File: config.mk
export PLATFORM = sky130hd
export DESIGN_NAME = vec_control_seq_flat
export DESIGN_NICKNAME = d
export VERILOG_FILES = /design/src/rtl/vec_control_seq_if.sv /design/src/rtl/vec_control_seq.sv /design/src/flat_wrapper.sv
export SDC_FILE = /design/constraint.sdc
export NUM_CORES = 1
export LEC_CHECK = 0
export CORE_MARGIN = 1.5
export CORE_UTILIZATION = 47
export DETAILED_ROUTE_END_ITERATION = 12
export PLACE_DENSITY_LB_ADDON = 0.15
export SLEW_MARGIN = 20
export SYNTH_ARGS = -nofsm -noshare
export SYNTH_HDL_FRONTEND = slang
export SYNTH_SLANG_ARGS = --single-unit
File: constraint.sdc
create_clock -name clk -period 1.65 [get_ports clk]
set_input_delay 0.33 -clock clk [delete_from_list [all_inputs] [get_ports clk]]
set_output_delay 0.33 -clock clk [all_outputs]
set_load 0.02 [all_outputs]
File: src/rtl/vec_control_seq_if.sv
// Instruction handshake plus decoded ALU/memory control bundle for vec_control_seq.
// The fetch side drives the master modport; the sequencer uses the slave modport.
interface vec_control_seq_if #(
    parameter int OPCODE_W = 4,
    parameter int IDX_W    = 3
);
    logic                instr_valid;
    logic                instr_ready;
    logic [OPCODE_W-1:0] opcode;
    logic                stall;
    logic [1:0]          vec_alu_op;
    logic                r_mem_1;
    logic                r_mem_2;
    logic                w_mem_2;
    logic                w_mem_3;
    logic [IDX_W-1:0]    rd_idx;
    logic [IDX_W-1:0]    wr_idx;
    logic                busy;
    logic                done;
    logic                illegal;

    modport master (
        output instr_valid, opcode, stall,
        input  instr_ready, vec_alu_op, r_mem_1, r_mem_2, w_mem_2, w_mem_3,
               rd_idx, wr_idx, busy, done, illegal
    );

    modport slave (
        input  instr_valid, opcode, stall,
        output instr_ready, vec_alu_op, r_mem_1, r_mem_2, w_mem_2, w_mem_3,
               rd_idx, wr_idx, busy, done, illegal
    );
endinterface

File: src/rtl/vec_control_seq.sv
// Decodes one instruction per handshake and sequences memory enables; vector ops
// issue VEC_LEN/LANES read beats, each retired as a write beat ALU_LAT cycles later.
module vec_control_seq #(
    parameter int OPCODE_W = 4,
    parameter int VEC_LEN  = 8,
    parameter int LANES    = 2,
    parameter int ALU_LAT  = 2
) (
    input  logic             clk,
    input  logic             rst,
    vec_control_seq_if.slave bus
);
    localparam int IDX_W = (VEC_LEN > 2) ? $clog2(VEC_LEN) : 1;
    localparam logic [IDX_W-1:0]   LAST_IDX  = IDX_W'(VEC_LEN - LANES);
    localparam logic [IDX_W-1:0]   STEP      = IDX_W'(LANES);
    localparam logic [ALU_LAT-1:0] LAST_MASK = ALU_LAT'(1) << (ALU_LAT - 1);

    typedef enum logic [1:0] {IDLE, SCALAR, VEC_RD, VEC_DRAIN} state_t;

    typedef struct packed {
        logic       vec;
        logic [1:0] alu;
        logic       r1;
        logic       r2;
        logic       w2;
        logic       ill;
    } dec_t;

    // Any opcode above NOP (including nonzero upper bits) is undefined.
    function automatic dec_t decode(input logic [OPCODE_W-1:0] op);
        dec_t d;
        d = '0;
        if (op > OPCODE_W'(5)) begin
            d.ill = 1'b1;
        end else begin
            case (op[2:0])
                3'd0:    begin d.r1 = 1'b1; d.w2 = 1'b1; end
                3'd1:    begin d.r2 = 1'b1; d.w2 = 1'b1; end
                3'd2:    d.w2 = 1'b1;
                3'd3:    begin d.vec = 1'b1; d.alu = 2'b01; end
                3'd4:    begin d.vec = 1'b1; d.alu = 2'b10; end
                default: d = '0;
            endcase
        end
        return d;
    endfunction

    state_t               state;
    dec_t                 op_q;
    dec_t                 dec_in;
    logic [IDX_W-1:0]     rd_idx_q;
    logic [ALU_LAT-1:0]   wv_q;
    logic [IDX_W-1:0]     widx_q [ALU_LAT];
    logic                 run;
    logic                 accept;
    logic                 push;
    logic                 last_wr;
    logic                 in_scalar;
    logic                 in_rd;

    assign dec_in  = decode(bus.opcode);
    assign run     = !bus.stall;
    assign accept  = bus.instr_valid && bus.instr_ready;
    assign push    = (state == VEC_RD) && run;
    // Last write is the only one still outstanding in the delay line.
    assign last_wr = wv_q[ALU_LAT-1] && ((wv_q & ~LAST_MASK) == '0);

    always_ff @(posedge clk or negedge rst) begin
        if (!rst) begin
            state    <= IDLE;
            op_q     <= '0;
            rd_idx_q <= '0;
            wv_q     <= '0;
            for (int i = 0; i < ALU_LAT; i++) widx_q[i] <= '0;
        end else if (run) begin
            // Write-delay line: a read beat enters here and emerges ALU_LAT cycles later.
            wv_q[0]   <= push;
            widx_q[0] <= push ? rd_idx_q : '0;
            for (int i = 1; i < ALU_LAT; i++) begin
                wv_q[i]   <= wv_q[i-1];
                widx_q[i] <= widx_q[i-1];
            end

            case (state)
                IDLE: begin
                    if (accept) begin
                        op_q     <= dec_in;
                        rd_idx_q <= '0;
                        state    <= dec_in.vec ? VEC_RD : SCALAR;
                    end
                end
                SCALAR: state <= IDLE;
                VEC_RD: begin
                    if (rd_idx_q == LAST_IDX) state <= VEC_DRAIN;
                    else                      rd_idx_q <= rd_idx_q + STEP;
                end
                VEC_DRAIN: if (last_wr) state <= IDLE;
                default:   state <= IDLE;
            endcase
        end
    end

    assign in_scalar = (state == SCALAR) && run;
    assign in_rd     = (state == VEC_RD) && run;

    assign bus.instr_ready = (state == IDLE) && run;
    assign bus.r_mem_1     = (in_scalar && op_q.r1) || in_rd;
    assign bus.r_mem_2     = (in_scalar && op_q.r2) || in_rd;
    assign bus.w_mem_2     = in_scalar && op_q.w2;
    assign bus.w_mem_3     = wv_q[ALU_LAT-1] && run;
    assign bus.rd_idx      = (state == VEC_RD) ? rd_idx_q : '0;
    assign bus.wr_idx      = wv_q[ALU_LAT-1] ? widx_q[ALU_LAT-1] : '0;
    assign bus.vec_alu_op  = (op_q.vec && (state == VEC_RD || state == VEC_DRAIN)) ? op_q.alu : 2'b00;
    assign bus.busy        = (state != IDLE);
    assign bus.done        = in_scalar || ((state == VEC_DRAIN) && last_wr && run);
    assign bus.illegal     = in_scalar && op_q.ill;
endmodule

File: src/flat_wrapper.sv
// flat-port wrapper written by rule: the top's interface ports become plain ports
module vec_control_seq_flat 
#(
    parameter int OPCODE_W = 4,
    parameter int VEC_LEN  = 8,
    parameter int LANES    = 2,
    parameter int ALU_LAT  = 2
)
  (clk, rst, bus_instr_valid, bus_opcode, bus_stall, bus_instr_ready, bus_vec_alu_op, bus_r_mem_1, bus_r_mem_2, bus_w_mem_2, bus_w_mem_3, bus_rd_idx, bus_wr_idx, bus_busy, bus_done, bus_illegal);
  vec_control_seq_if #(.OPCODE_W(OPCODE_W), .IDX_W((3))) bus_i ();
  input  logic clk;
  input  logic rst;
  input wire logic [$bits(bus_i.instr_valid)-1:0] bus_instr_valid;
  input wire logic [$bits(bus_i.opcode)-1:0] bus_opcode;
  input wire logic [$bits(bus_i.stall)-1:0] bus_stall;
  output wire logic [$bits(bus_i.instr_ready)-1:0] bus_instr_ready;
  output wire logic [$bits(bus_i.vec_alu_op)-1:0] bus_vec_alu_op;
  output wire logic [$bits(bus_i.r_mem_1)-1:0] bus_r_mem_1;
  output wire logic [$bits(bus_i.r_mem_2)-1:0] bus_r_mem_2;
  output wire logic [$bits(bus_i.w_mem_2)-1:0] bus_w_mem_2;
  output wire logic [$bits(bus_i.w_mem_3)-1:0] bus_w_mem_3;
  output wire logic [$bits(bus_i.rd_idx)-1:0] bus_rd_idx;
  output wire logic [$bits(bus_i.wr_idx)-1:0] bus_wr_idx;
  output wire logic [$bits(bus_i.busy)-1:0] bus_busy;
  output wire logic [$bits(bus_i.done)-1:0] bus_done;
  output wire logic [$bits(bus_i.illegal)-1:0] bus_illegal;
  assign bus_i.instr_valid = bus_instr_valid;
  assign bus_i.opcode = bus_opcode;
  assign bus_i.stall = bus_stall;
  assign bus_instr_ready = bus_i.instr_ready;
  assign bus_vec_alu_op = bus_i.vec_alu_op;
  assign bus_r_mem_1 = bus_i.r_mem_1;
  assign bus_r_mem_2 = bus_i.r_mem_2;
  assign bus_w_mem_2 = bus_i.w_mem_2;
  assign bus_w_mem_3 = bus_i.w_mem_3;
  assign bus_rd_idx = bus_i.rd_idx;
  assign bus_wr_idx = bus_i.wr_idx;
  assign bus_busy = bus_i.busy;
  assign bus_done = bus_i.done;
  assign bus_illegal = bus_i.illegal;
  vec_control_seq #(.OPCODE_W(OPCODE_W), .VEC_LEN(VEC_LEN), .LANES(LANES), .ALU_LAT(ALU_LAT)) u_core (.clk(clk), .rst(rst), .bus(bus_i));
endmodule
**Yosys cells after proc, flatten, opt, wreduce, memory -nomap -nowiden**

Cells that the tools add are included.

- Register bits: 20
- Latch bits: 0
- RAM bits: 0
- ROM bits: 0
- Bits of input ports: 8
- Memories: 0

- Add/sub/neg operators: 1
- $mul: 0
- Div/mod/pow operators: 0
- Order comparisons: 1
- Equal/unequal tests: 12
- Shifts and indexed selects: 0
- Muxes and demuxes: 18
- Bitwise operators: 1
- Reduce and logical (&&, ||, !) cells: 27

Operators by type and width:

| kind | count |
|---|---|
| 3-bit 2-to-1 mux | 5 |
| 1-bit logical AND | 13 |
| 3-bit case mux with 2 select lines | 2 |
| 2-bit 2-to-1 mux | 5 |
| 2-bit case mux with 4 select lines | 1 |
| 4-bit AND reduction | 2 |
| 3-bit by 2-bit equality test with 1-bit output, second input constant | 2 |
| 3-bit equality test, second input constant | 2 |
| 6-bit 2-to-1 mux | 1 |
| 2-bit by 1-bit != test with 1-bit output, second input constant | 3 |
| 2-bit equality test, second input constant | 2 |
| 4-bit by 3-bit greater-than comparator with 1-bit output, second input constant | 1 |
| 2-bit logical NOT | 2 |
| 1-bit logical OR | 4 |
| 1-bit 2-to-1 mux | 4 |
| 2-bit nonzero test | 2 |
| 3-bit by 2-bit adder with 3-bit output, second input constant | 1 |
| 3-bit by 1-bit equality test with 1-bit output, second input constant | 1 |
| 3-bit logical NOT | 1 |
| 3-bit AND reduction | 1 |
| 3-bit OR reduction | 1 |
| 2-bit by 1-bit equality test with 1-bit output, second input constant | 1 |
| 2-bit != test, second input constant | 1 |
| 1-bit logical NOT | 1 |
| 1-bit NOT | 1 |

**Depth between registers and ports, before layout**

Gate-level depths: netlist of run 1.

- Depth after elaboration: 7
- Gate-level depth with buffers: 4

**Least setup slack after synthesis of run 1**

No wires, ideal clock.

- Kind: reg-to-output
- From: register u_core.state[1]
- To: output bus_instr_ready
- Arrival time: 1.245 ns
- Required time: 1.320 ns
- Path slack: 0.075 ns
- Stages on the path, launching flop included: 4
- Path buffers: 1
- Path through: dfrtp_1 -> clkbuf_1 -> or2_2 -> nor2_1

- Cells in the longest elaborated chain, start to end: 2

Ends and longest elaborated chain:

| item | RTL line | text |
|---|---|---|
| start: declaration | vec_control_seq.sv:48 | `state_t state;` |
| start signal: assignment | vec_control_seq.sv:89 | `state <= dec_in.vec ? VEC_RD : SCALAR;` |
| 2-bit logical NOT | vec_control_seq.sv:106 | `assign bus.instr_ready = (state == IDLE) && run;` |
| 1-bit logical AND | vec_control_seq.sv:106 |  |
| end: declaration | flat_wrapper.sv:16 | `output wire logic [$bits(bus_i.instr_ready)-1:0] bus_instr_ready;` |

Every way passes these cells.

**Final worst setup path of run 1**

- From: register u_core.state[1]
- To: output bus_r_mem_1

- Cells in the longest elaborated chain, start to end: 4
- Elaborated cells on any way between the ends: 6

Ends and longest elaborated chain:

| item | RTL line | text |
|---|---|---|
| 2-bit by 1-bit equality test with 1-bit output | vec_control_seq.sv:103 | `assign in_scalar = (state == SCALAR) && run;` |
| 1-bit logical AND | vec_control_seq.sv:103 |  |
| 1-bit logical AND | vec_control_seq.sv:107 | `assign bus.r_mem_1 = (in_scalar && op_q.r1) \|\| in_rd;` |
| 1-bit logical OR * | vec_control_seq.sv:107 |  |
| end: declaration | flat_wrapper.sv:18 | `output wire logic [$bits(bus_i.r_mem_1)-1:0] bus_r_mem_1;` |

Mark *: on every way between the ends. The rest lies on a longest branch, timed or not.

==> results of run 1 <==
state kept, by name (all words and copies together), names as in the netlist:
register	count
u_core.wv_q	2
u_core.state	2
u_core.rd_idx_q	2
u_core.op_q	7
u_core.widx_q	4
synth_stat cells (2+ instances only):
| cell type | number | share of area [%] |
|---|---|---|
| a31o_2 | 2 | 1.9 |
| dfrtp_1 | 17 | 47 |
| nand2_1 | 9 | 3.7 |
| clkbuf_1 | 4 | 1.7 |
| o21ai_0 | 8 | 4.4 |
| buf_4 | 2 | 1.7 |
| nor2_1 | 8 | 3.3 |
| and2_1 | 4 | 2.8 |
| mux2_2 | 5 | 6.2 |
| nand2b_1 | 4 | 2.8 |
| and3b_1 | 2 | 1.9 |
| nor2b_1 | 3 | 2.1 |
| a21oi_1 | 4 | 2.2 |
| a22o_1 | 2 | 1.9 |
| and3_1 | 3 | 2.1 |
cells by family (layout without fill, tap and decap cells):
logic type	Yosys count	in the layout	synth area share, %
AOI/OAI and AO/OA	21	21	15.4
adders and majority gates	1	1	1.38
buffers and inverters	8	47	4.27
DFF	17	17	46.8
muxes	5	5	6.20
other	1	2	0.413
and+or+nand+nor	40	40	25.5
report_power, final:
group          internal [mW]  total [mW]  switching [mW]  leakage [nW]
registers              0.580       0.705           0.124         0.218
clock network         0.0899       0.216           0.126        0.0177
logic                  0.514       0.952           0.438         0.436
total                   1.18        1.87           0.689         0.673
final cells by class:
type,instances,area (um2)
Clock buffer,3,22.5
Sequential cell,17,428
Inverter,1,3.75
Tap cell,25,31.3
Multi-Input combinational cell,69,488
Clock inverter,1,5.00
Timing Repair Buffer,42,334
Fill cell,141,452
how the worst max path moves through the flow:
stage	start	endpoint	slack (ps)	depth (start not counted)
2_1_floorplan	u_core.state[1]	bus_instr_ready	70	3
3_3_place_gp	bus_stall	bus_w_mem_2	-450	4
3_5_place_dp	bus_stall	bus_w_mem_2	-460	4
4_1_cts	u_core.state[0]	bus_rd_idx[1]	-20	3
5_1_grt	u_core.state[1]	bus_r_mem_1	-90	5
6_report	u_core.state[1]	bus_r_mem_1	0.8	5
worst max-delay path, cell delays in order (launching register included):
cell and delay, ps:
dfrtp_2 450, buf_6 130, nor2b_4 120, a21oi_1 80
nor2_1 100, buf_4 150
per-stage QoR:
step | setup slack (ps) | util, %
after detailed placement | -459 | 71.5
after CTS | -23.2 | 73.3
final | 0.822 | 74.4
after global placement | -452 | 71.5
after floorplan | 74.8 | -
after global routing | -86.1 | 74.4
metal layers:
layer  vias up  share of wire, %
li1        407                 -
met1       386                43
met2        19                52
met3         2               4.2
met4         0              0.61
met5         -                 0
repair_timing:
item	in CTS	in global routing
gates resized for setup	51	15
pin swaps	0	4
endpoints found under the hold margin	0	0
endpoints found under the setup margin	17	14
setup buffers	2	0
==> qor.yml, run 1 <==
run_status:
  outcome: "completed"
clock_tree:
  cts_sinks: 17
  clock_latency_ps: 280
  clk_pin_slew_ps: 100
  ctsHoldBuffers: 0
  cts_made_buffers: 3
  cts_tree: "yes"
  cts.htree.levels: 1
  clockBufferDepth: 2
  root_buffer: "clkbuf_4"
routing:
  drt-total-wl_um: 1970
  viasPerCell: 5.15
  drc_errors: 0
  vias: 814
  drt_iter0_drc: 10
  firstDrtPassIters: 4
  avgRoutedWirePerCell_um: 12.5
  detail-route-antenna-nets: 0
yosys:
  yosys_warnings: 0
  ys_ff_latch: 17
  synthFlopType: "dfrtp_1"
  async_flop_share_pct: 100
  yosysSeqAreaShare_pct: 46.8
  syn_avg_cell_area_um2: 9.77
  syn-instance-count: 93
  synth_edf_count: 0
  yosysUniqueCellTypes: 31
  netlist_area_um2: 908
global_routing:
  grt_pass1_wl_um: 3240
  grt_use_met1_pct: 26.4
  busiest_layer: "met2"
  grtUsageMet2_pct: 37.0
  use_met3_pct: 2.69
  grt_max_degree: 18
  grt.total_usage_pct: 21.2
  grt_overflow_total: 0
  grt_pass1_vias: 762
  grt_antenna_before_repair: 0
critical_path:
  cp.arrival_ps: 1320
  r2r_end: "u_core.op_q[1]"
  worstReg2RegStart: "u_core.state[0]"
  reg2reg_slack_ps: 40
  crit_path_end_kind: "output pin"
  rr_worst_depth: 4
  crit_fanout: 5
  worstPathRequired_ps: 1320
  critPathLaunchType: "register"
  critPathKind: "reg -> out"
sta:
  min_period_over_period_pct: 100
  fmax_mhz: 606
  setup_tns_ps: 0
  rsz0062_at_grt: "true"
  hold_viol: 0
  whs_ps: 366
  finClkSkew_ps: 1.73
  post-route-min-period_ps: 1650
  setup_violations: 0
  slew_viol_final: 0
power:
  p_leak_nw: 0.673
  vdd_drop_max_uv: 765
  power.total_mw: 1.87
  powerDensity_nw_per_um2: 1430
die:
  pin_count: 24
  die_h_um: 47.0
  die_area_um2: 2210
  start_util_pct: 51.5
  core.rowCount: 15
  die_x_um: 47.0
  core_region_area_um2: 1760
layout:
  areaGrowthSynthToFinish_pct: 44.5
  mostFrequentLayoutCell: "buf_4"
  layout-drive-gt1-share_pct: 40.6
  num-nets-final: 143
  mostFrequentLayoutCells: "buf_4, dfrtp_1, nand2_1, o21ai_0, nor2_1"
  finalNonFillerCells: 158
  diodes: 0
  stdcell_area_um2: 1310
placement:
  hpwl_um: 1500
  io_buffers: 21
  dp.cells: 152
  place_congestion: 0.733
  placed_area_um2: 1260
hold_path:
  hold_class: "in -> async"
run:
  maxCapViolations: 0
Power figures use the tool's default switching activity.
==> run 2: changes to the inputs <==
--- a/config.mk
+++ b/config.mk
@@ -6,7 +6,7 @@
 export NUM_CORES = 1
 export LEC_CHECK = 0
 export CORE_MARGIN = 1.5
-export CORE_UTILIZATION = 47
+export CORE_UTILIZATION = 40
 export DETAILED_ROUTE_END_ITERATION = 12
 export PLACE_DENSITY_LB_ADDON = 0.15
 export SLEW_MARGIN = 20
==> run 2 against run 1 <==
Effect of this change: the run now ends with setup timing left; cell area increased by 3.6%; critical path depth unchanged; final cell count increased by 3.2%; routed wire length increased by 9.5%; critical path type is now reg -> reg; critical endpoint is now u_core.op_q[1]; largest cell class unchanged.
==> qor.yml, run 2 (same netlist as run 1, synthesis figures left out) <==
run_status:
  outcome: "finished with violations"
  violations: "setup timing"
layout:
  mostFrequentLayoutCell: "buf_4"
  stdcell_area_um2: 1360  # +3.6%
  mostFrequentLayoutCells: "buf_4, dfrtp_1, buf_6, nand2_1, nor2_1"
  largest_register_ffs: 7  # unchanged
  regMostFlops: "u_core.op_q"
  diodes: 0  # unchanged
  layout-drive-gt1-share_pct: 40.0  # -0.60 points
  num-nets-final: 145  # +1.4%
  top_regs: "u_core.op_q x7, u_core.widx_q x4"
  areaGrowthSynthToFinish_pct: 49.7
power:
  vdd_drop_max_uv: 772  # +0.92%
  p_leak_nw: 0.691  # +2.7%
  clkPwrFrac_pct: 11.8  # +0.3 points
  sequentialPowerShare_pct: 36.4  # -1.2 points
  comb_power_share_pct: 51.8  # +1.0 points
  intPower_mw: 1.21  # +2.2%
  p_sw_mw: 0.705  # +2.4%
  powerDensity_nw_per_um2: 1410  # -1.3%
  switching_share_pct: 36.8  # +0.041 points
global_routing:
  grt_antenna_before_repair: 0  # unchanged
  grt_max_degree: 18  # unchanged
  grt_overflow_total: 0  # unchanged
  grt_pass1_vias: 819  # +7.5%
  grt.total_usage_pct: 19.2  # -2.0 points
  grt_pass1_wl_um: 3600  # +11%
critical_path:
  max_stage_delay_ps: 520  # +70 ps
  crit_chain: "buf_6 -> buf_6 -> or4b_4 -> and2_0 -> a31o_2"
  cp.arrival_ps: 1860  # +540 ps
  crit_family: "simple AND/OR/NAND/NOR gates"
  crit_path_end_kind: "register"
  critPathKind: "reg -> reg"
  critPathLaunchType: "register"
  worstPathRequired_ps: 1840  # +520 ps
  crit_top_cell: "buf_6"
  cp_slowest_cell: "or4b_4"
  crit_fanout: 5  # unchanged
  critPathBufInv: 2  # unchanged
run:
  maxCapViolations: 0  # unchanged
clock_tree:
  cts_tree: "yes"
  cts_made_buffers: 3  # unchanged
  clockBufferDepth: 2  # unchanged
  ctsHoldBuffers: 0  # unchanged
  clk_pin_slew_ps: 100  # about the same
  clock_latency_ps: 290  # about the same
  cts_sinks: 17  # unchanged
  cts.htree.levels: 1  # unchanged
  root_buffer: "clkbuf_4"
die:
  core_region_area_um2: 2170  # +23%
  die_x_um: 50.7  # +7.9%
  die_h_um: 50.7  # +7.9%
  die_area_um2: 2570  # +16%
  pin_count: 24  # unchanged
  core.rowCount: 17  # +2
  start_util_pct: 41.9  # -9.6 points
hold_path:
  hold_class: "in -> async"
sta:
  fin_ws_ps: -21.0  # -21.8 ps
  slew_viol_final: 0  # unchanged
  setup_tns_ps: -27.1  # -27.1 ps
  setup_violations: 2  # +2
  min_period_over_period_pct: 101  # +1.3 points
  post-route-min-period_ps: 1670  # +21.8 ps
  fmax_mhz: 598  # -1.3%
  finClkSkew_ps: 3.93  # +2.20 ps
  rsz0062_at_grt: "true"
  hold_viol: 0  # unchanged
placement:
  hpwl_um: 1600  # +6.6%
  place_congestion: 0.749  # +2.2%
  io_buffers: 21  # unchanged
  placed_area_um2: 1270  # +0.89%
routing:
  detail-route-antenna-nets: 0  # unchanged
  drt-total-wl_um: 2150  # +9.5%
  vias: 820  # +0.74%
  firstDrtPassIters: 4  # unchanged
  drc_errors: 0  # unchanged
  avgRoutedWirePerCell_um: 13.2  # +6.1%
  drt_iter0_drc: 13  # +3
  viasPerCell: 5.03  # -2.4%
## run 2: changes by cell type in the layout (fill, tap and decap cells not counted), sizes merged
cell / delta
buf: +4
clkbuf: -2
## run 2: final timing paths
kind / startpoint / endpoint / slack [ps] / depth (start not counted)
worst min register to register: u_core.op_q[5] / u_core.op_q[5] / 490 / 2
max in group asynchronous: rst / u_core.state[0] / 1090 / 2
min in group clk: u_core.op_q[5] / u_core.op_q[5] / 490 / 2
worst max-delay path: u_core.state[1] / u_core.op_q[1] / -20 / 5
worst max register to register: u_core.state[1] / u_core.op_q[1] / -20 / 5
worst min-delay path: rst / u_core.op_q[6] / 350 / 2
## run 2: final cells by class
cell class / count / area (um2)
multi-input cells: 69 / 487
clock inverters: 1 / 5.00
repair buffers: 44 / 380
inverters: 1 / 3.75
flip-flops and latches: 17 / 427
well taps: 28 / 35.0
clock buffers: 3 / 22.5
fillers: 197 / 810
## run 2: power by group through the flow
stage                     sequential, mW  combinational (mW)  clock (mW)
after floorplan                    0.660               0.525           0
after CTS                          0.690               0.949       0.234
final                              0.696               0.993       0.226
after global placement             0.685               0.850           0
after global routing               0.722                1.08       0.249
after detailed placement           0.695               0.874           0
## run 2: per-stage QoR
stage | utilization [%] | instances | worst slack, ps | total power [mW] | hold slack (ps)
floorplan | - | 94 | 74.8 | 1.19 | 34.4
global placement | 58.7 | 156 | -462 | 1.54 | 466
detailed placement | 58.7 | 156 | -459 | 1.57 | 472
CTS | 60.6 | 163 | -34.9 | 1.87 | 348
global route | 62.7 | 163 | -78.0 | 2.05 | 361
finish | 62.7 | 163 | -21.0 | 1.91 | 350
## run 2: layer usage
layer | wire length [um] | track usage (%) | part of all wire, %
met4 | 17 | 8.11 | 0.79
met1 | 934 | 23.2 | 43
met2 | 1100 | 33.8 | 51
met3 | 98 | 2.98 | 4.5
met5 | 0 | 0 | 0
## run 2: repair_timing
item                       4_1_cts  5_1_grt
pin swaps                        4        5
setup endpoints to repair       16       15
buffers inserted                 3        0
resized for setup               62       20
## run 2: worst reg2reg max path: stages, from the launching register on
cell     delay, ps
dfrtp_1        420
buf_6          140
buf_6          110
or4b_4         530
and2_0         160
a31o_2         210
==> run 3: changes to the inputs <==
--- a/config.mk
+++ b/config.mk
@@ -6,7 +6,7 @@
 export NUM_CORES = 1
 export LEC_CHECK = 0
 export CORE_MARGIN = 1.5
-export CORE_UTILIZATION = 40
+export CORE_UTILIZATION = 30
 export DETAILED_ROUTE_END_ITERATION = 12
 export PLACE_DENSITY_LB_ADDON = 0.15
 export SLEW_MARGIN = 20
==> run 3 against run 2 <==
Effect of this change: sequential cell count unchanged; sequential share of layout area down 1.2 points; cell area up 4.0%; register-to-register slack worse by 60 ps; largest power group unchanged; the flow still finishes with violations (setup timing); power up 6.5%; global-route usage down 4.2 points; count of clock-buffer cells in the layout unchanged; final cell count up 3.7%; clock skew up 11 ps.
==> qor.yml, run 3 (same netlist as run 1, synthesis figures left out) <==
run_status:
  outcome: "finished with violations"
  violations: "setup timing"
layout:
  layout-drive-gt1-share_pct: 48.6  # +8.6 points
  mostFrequentLayoutCells: "buf_4, dfrtp_1, buf_6, nor2_1, clkdlybuf4s50_1"
  top_regs: "u_core.op_q x7, u_core.widx_q x4"
  areaGrowthSynthToFinish_pct: 55.6
  stdcell_area_um2: 1410  # +4.0%
  largest_register_ffs: 7  # unchanged
  fill_cells: 290  # +47%
  num-nets-final: 148  # +2.1%
  regMostFlops: "u_core.op_q"
  mostFrequentLayoutCell: "buf_4"
  diodes: 0  # unchanged
power:
  p_leak_nw: 0.712  # +3.1%
  clkPwrFrac_pct: 11.6  # -0.2 points
  intPower_mw: 1.29  # +6.7%
  switching_share_pct: 36.7  # -0.12 points
  vdd_drop_max_uv: 504  # -35%
  powerDensity_nw_per_um2: 1440  # +2.4%
  sequentialPowerShare_pct: 35.0  # -1.4 points
  p_sw_mw: 0.748  # +6.1%
  comb_power_share_pct: 53.4  # +1.6 points
critical_path:
  startpoint: "u_core.state[1]"
  crit_end: "u_core.op_q[1]"
  crit_chain: "buf_6 -> buf_6 -> or4b_4 -> and2_4 -> a31o_4"
  crit_top_cell: "buf_6"
  r2r_end: "u_core.op_q[1]"
  crit_path_end_kind: "register"
  cp_slowest_cell: "or4b_4"
  worstPathRequired_ps: 1840  # about the same
  crit_fanout: 4  # -1
  worstReg2RegStart: "u_core.state[1]"
  critPathKind: "reg -> reg"
  crit_family: "simple AND/OR/NAND/NOR gates"
  critPathBufInv: 2  # unchanged
  rr_worst_depth: 5  # unchanged
  cp.arrival_ps: 1920  # +60 ps
  critPathLaunchType: "register"
  max_stage_delay_ps: 570  # +50 ps
  cp_num_cells: 5  # unchanged
  reg2reg_slack_ps: -80  # -60 ps
clock_tree:
  cts_sinks: 17  # unchanged
  ctsHoldBuffers: 0  # unchanged
  root_buffer: "clkbuf_4"
  cts.htree.levels: 1  # unchanged
  clk_pin_slew_ps: 120  # +20 ps
  cts_tree: "yes"
  clock_latency_ps: 300  # about the same
  clockBufferDepth: 2  # unchanged
  cts_made_buffers: 3  # unchanged
routing:
  drt-total-wl_um: 2280  # +6.0%
  vias: 853  # +4.0%
  avgRoutedWirePerCell_um: 13.5  # +2.3%
  viasPerCell: 5.05  # +0.33%
  drc_errors: 0  # unchanged
  drt_iter0_drc: 13  # unchanged
  detail-route-antenna-nets: 0  # unchanged
  firstDrtPassIters: 6  # +2
sta:
  setup_tns_ps: -165  # -137 ps
  fmax_mhz: 577  # -3.5%
  rsz0062_at_grt: "true"
  setup_violations: 6  # +4
  finClkSkew_ps: 15.3  # +11.3 ps
  fin_ws_ps: -81.7  # -60.7 ps
  post-route-min-period_ps: 1730  # +60.7 ps
  slew_viol_final: 0  # unchanged
  hold_viol: 0  # unchanged
  min_period_over_period_pct: 105  # +3.7 points
  whs_ps: 341  # -8.91 ps
global_routing:
  grt_overflow_total: 0  # unchanged
  grt.total_usage_pct: 15.0  # -4.2 points
  grt_antenna_before_repair: 0  # unchanged
  grt_pass1_wl_um: 3770  # +4.8%
  grt_pass1_vias: 827  # +0.98%
  grt_max_degree: 18  # unchanged
placement:
  place_ws_ps: -441  # +17.6 ps
  io_buffers: 21  # unchanged
  hpwl_um: 1510  # -6.0%
  placed_area_um2: 1250  # -1.5%
  place_congestion: 0.688  # -8.2%
run:
  maxCapViolations: 0  # unchanged
die:
  die_area_um2: 3370  # +31%
  pin_count: 24  # unchanged
  start_util_pct: 32.4  # -9.5 points
  die_x_um: 58.0  # +15%
  core_region_area_um2: 2810  # +29%
  core.rowCount: 19  # +2
  die_h_um: 58.0  # +15%
hold_path:
  hold_class: "in -> async"
run 3: layout make-up:
class	instances	area, um2	share of cell area, %
Multi-Input combinational cell	69	520	36.8
Sequential cell	17	427	30.2
Timing Repair Buffer	47	394	27.9
Tap cell	31	38.8	2.74
Clock buffer	3	22.5	1.59
Inverter	1	6.26	0.442
Clock inverter	1	5.00	0.354
run 3: metal layers:
metal | global-route usage, % | wire length (um) | vias to the layer above
met5 | 0 | 0 | -
met4 | 2.99 | 10 | 0
met3 | 4.69 | 120 | 2
met2 | 26.6 | 1150 | 21
met1 | 17.8 | 1010 | 409
li1 | - | - | 421
run 3: stage by stage:
step | std cells | utilization (%) | power [mW]
global route | 169 | 50.4 | 2.19
finish | 169 | 50.4 | 2.04
global placement | 156 | 44.7 | 1.55
CTS | 164 | 47.3 | 1.87
detailed placement | 156 | 44.7 | 1.57
floorplan | 94 | - | 1.19
run 3: power by group through the flow:
stage	combinational, mW	sequential (mW)	clock, mW
floorplan	0.525	0.660	0
global placement	0.849	0.699	0
detailed placement	0.865	0.704	0
CTS	0.926	0.700	0.242
global route	1.18	0.738	0.270
finish	1.09	0.714	0.236
run 3: how the worst min path moves through the flow:
| stage | endpoint | slack, ps | cells after the start |
|---|---|---|---|
| after detailed placement | u_core.op_q[0] | 470 | 2 |
| final | u_core.widx_q[1] | 340 | 2 |
| after CTS | u_core.widx_q[2] | 350 | 2 |
| after floorplan | u_core.op_q[0] | 30 | 0 |
| after global routing | u_core.rd_idx_q[1] | 340 | 2 |
| after global placement | u_core.op_q[0] | 460 | 2 |
run 3: worst register-to-register path, cell delays in order, from the launching register on:
cell     delay [ps]
dfrtp_1         420
buf_6           130
buf_6           110
or4b_4          570
and2_4          190
a31o_4          200
run 3: repair_timing:
item / in CTS / in global routing
pin swaps: 2 / 9
gates cloned: 1 / 0
setup endpoints to repair: 16 / 19
gates resized for setup: 54 / 38
buffers inserted: 3 / 5
==> edit (settings of run 1) <==
Encoding of `state_t`: now one-hot (4 bits for 4 states).
--- a/src/rtl/vec_control_seq.sv
+++ b/src/rtl/vec_control_seq.sv
@@ -15,7 +15,7 @@
     localparam logic [IDX_W-1:0]   STEP      = IDX_W'(LANES);
     localparam logic [ALU_LAT-1:0] LAST_MASK = ALU_LAT'(1) << (ALU_LAT - 1);
 
-    typedef enum logic [1:0] {IDLE, SCALAR, VEC_RD, VEC_DRAIN} state_t;
+    typedef enum logic [3:0] {IDLE = 4'b0001, SCALAR = 4'b0010, VEC_RD = 4'b0100, VEC_DRAIN = 4'b1000} state_t;
 
     typedef struct packed {
         logic       vec;
Function: no difference found for any inputs over 10 cycles, from zero or initial values and one cycle with rst low; not proved beyond that.
==> edit against run 1 <==
Combinational power is 19% higher. Power is 10% higher. Sequential cell count grew 2. Synthesized area grew 18%. Via count rose by 41%. Fmax is 11% lower. Highest routed layer unchanged. Critical path type unchanged. Final area is 40% higher. Critical endpoint is now bus_busy. Setup slack worse by 0.21 ns. Routed wire length increased by 82%. The run now ends with negative setup slack left.
==> edit: results (changes against run 1) <==
Worst R2R Setup Slack -0.16 ns (was 0.04 ns); placed cell area 1500 sq um (was 1260 sq um); maximum vdd drop 877 uV (was 765 uV); Final nets 176 (was 143); Switch Pwr 800 uW (was 689 uW); Synth Area in Adders 1.17% (was 1.38%); xor/xnor cell area share of the yosys netlist 0.818% (was 0%); LEAKAGE 0.839 nW (was 0.673 nW); setup violators final 17 (was 0); crit path from u_core.state[3] (was u_core.state[1]); Post-DP HPWL 1930 um (was 1500 um); register area share after synthesis 44.5% (was 46.8%); Layout Skew 0.00362 ns (was 0.00173 ns); setup TNS -2.74 ns (was 0 ns); global placer's final weighted congestion 0.857 (was 0.733); commonest cells in the netlist 18 x dfrtp_1, 13 x nand2_1, 9 x o21ai_0 (was 17 x dfrtp_1, 9 x nand2_1, 8 x nor2_1, 8 x o21ai_0, 5 x mux2_2); Largest regs u_core.op_q: 7 flops, u_core.state: 4 flops, u_core.widx_q: 4 flops (was u_core.op_q: 7 flops, u_core.widx_q: 4 flops); violated checks negative setup slack; Worst-Skew Late Latency 0.30 ns (was 0.28 ns); r2r worst-path depth 6 (was 4); Cell variety after synth 37 (was 31); DR vias 1146 (was 814); worst reg2reg endpoint u_core.state[1] (was u_core.op_q[1]); CP arrival 1.53 ns (was 1.32 ns); Worst path top cell family by delay buffers and inverters (was flip-flops); R2R Path Start u_core.state[1] (was u_core.state[0]); die span in x 50.7 um (was 47.0 um); post-route worst setup slack -0.208 ns (was 0.000822 ns); Via density 5.91 (was 5.15); Setup WS pre-CTS -0.522 ns (was -0.459 ns); status complete, but fails checks (was finished clean); number of DRC markers in iteration 0 30 (was 10); largest net degree at the start of global routing 20 (was 18); multiplexer share of the synthesized area 7.36% (was 6.20%); Synth Instances 110 (was 93); first-pass GRT wire length 5150 um (was 3240 um); synth top area cells dfrtp_1 42%, mux2_2 7.4%, nand2_1 4.6% (was dfrtp_1 47%, mux2_2 6.2%, o21ai_0 4.4%)
==> edit: cell count changes in the layout (fill, tap and decap cells not counted), sizes merged, moves of 3 or more <==
cell,delta
nor4b,+4
buf,+18
nand2,+4
and3,-3
nand3,+5
dlygate4sd2,-4
==> edit: worst max-delay path by stage <==
stage / slack [ns] / endpoint
after floorplan: -0.06 / u_core.state[0]
after global placement: -0.40 / bus_r_mem_1
after detailed placement: -0.52 / bus_r_mem_2
after CTS: -0.18 / bus_vec_alu_op[0]
after global routing: -0.27 / bus_done
final: -0.21 / bus_busy
==> edit: metal layers <==
layer,track usage (%),routed length (um),vias up
met2,48.0,1900,57
met1,33.6,1400,570
li1,-,-,507
met4,10.8,83,0
met5,0,0,-
met3,4.46,198,12
==> edit: power by group through the flow <==
| stage | clock network (mW) | registers [mW] | logic [mW] |
|---|---|---|---|
| finish | 0.243 | 0.689 | 1.13 |
| global route | 0.261 | 0.697 | 1.20 |
| CTS | 0.243 | 0.675 | 0.928 |
| detailed placement | 0 | 0.668 | 0.697 |
| global placement | 0 | 0.659 | 0.675 |
| floorplan | 0 | 0.641 | 0.394 |
==> edit: final cells by class <==
type / count / area (sq um)
multi-input cells: 83 / 742
repair buffers: 57 / 541
flip-flops and latches: 19 / 479
fillers: 104 / 355
well taps: 28 / 35.0
clock buffers: 3 / 22.5
inverters: 3 / 11.3
clock inverters: 1 / 5.00
==> edit: timing repair <==
| item | in CTS | in global routing |
|---|---|---|
| endpoints found under the setup margin | 27 | 24 |
| hold buffers | 0 | 0 |
| gates cloned | 1 | 0 |
| pin swaps | 13 | 12 |
| setup buffers | 8 | 2 |
| gates resized for setup | 98 | 39 |
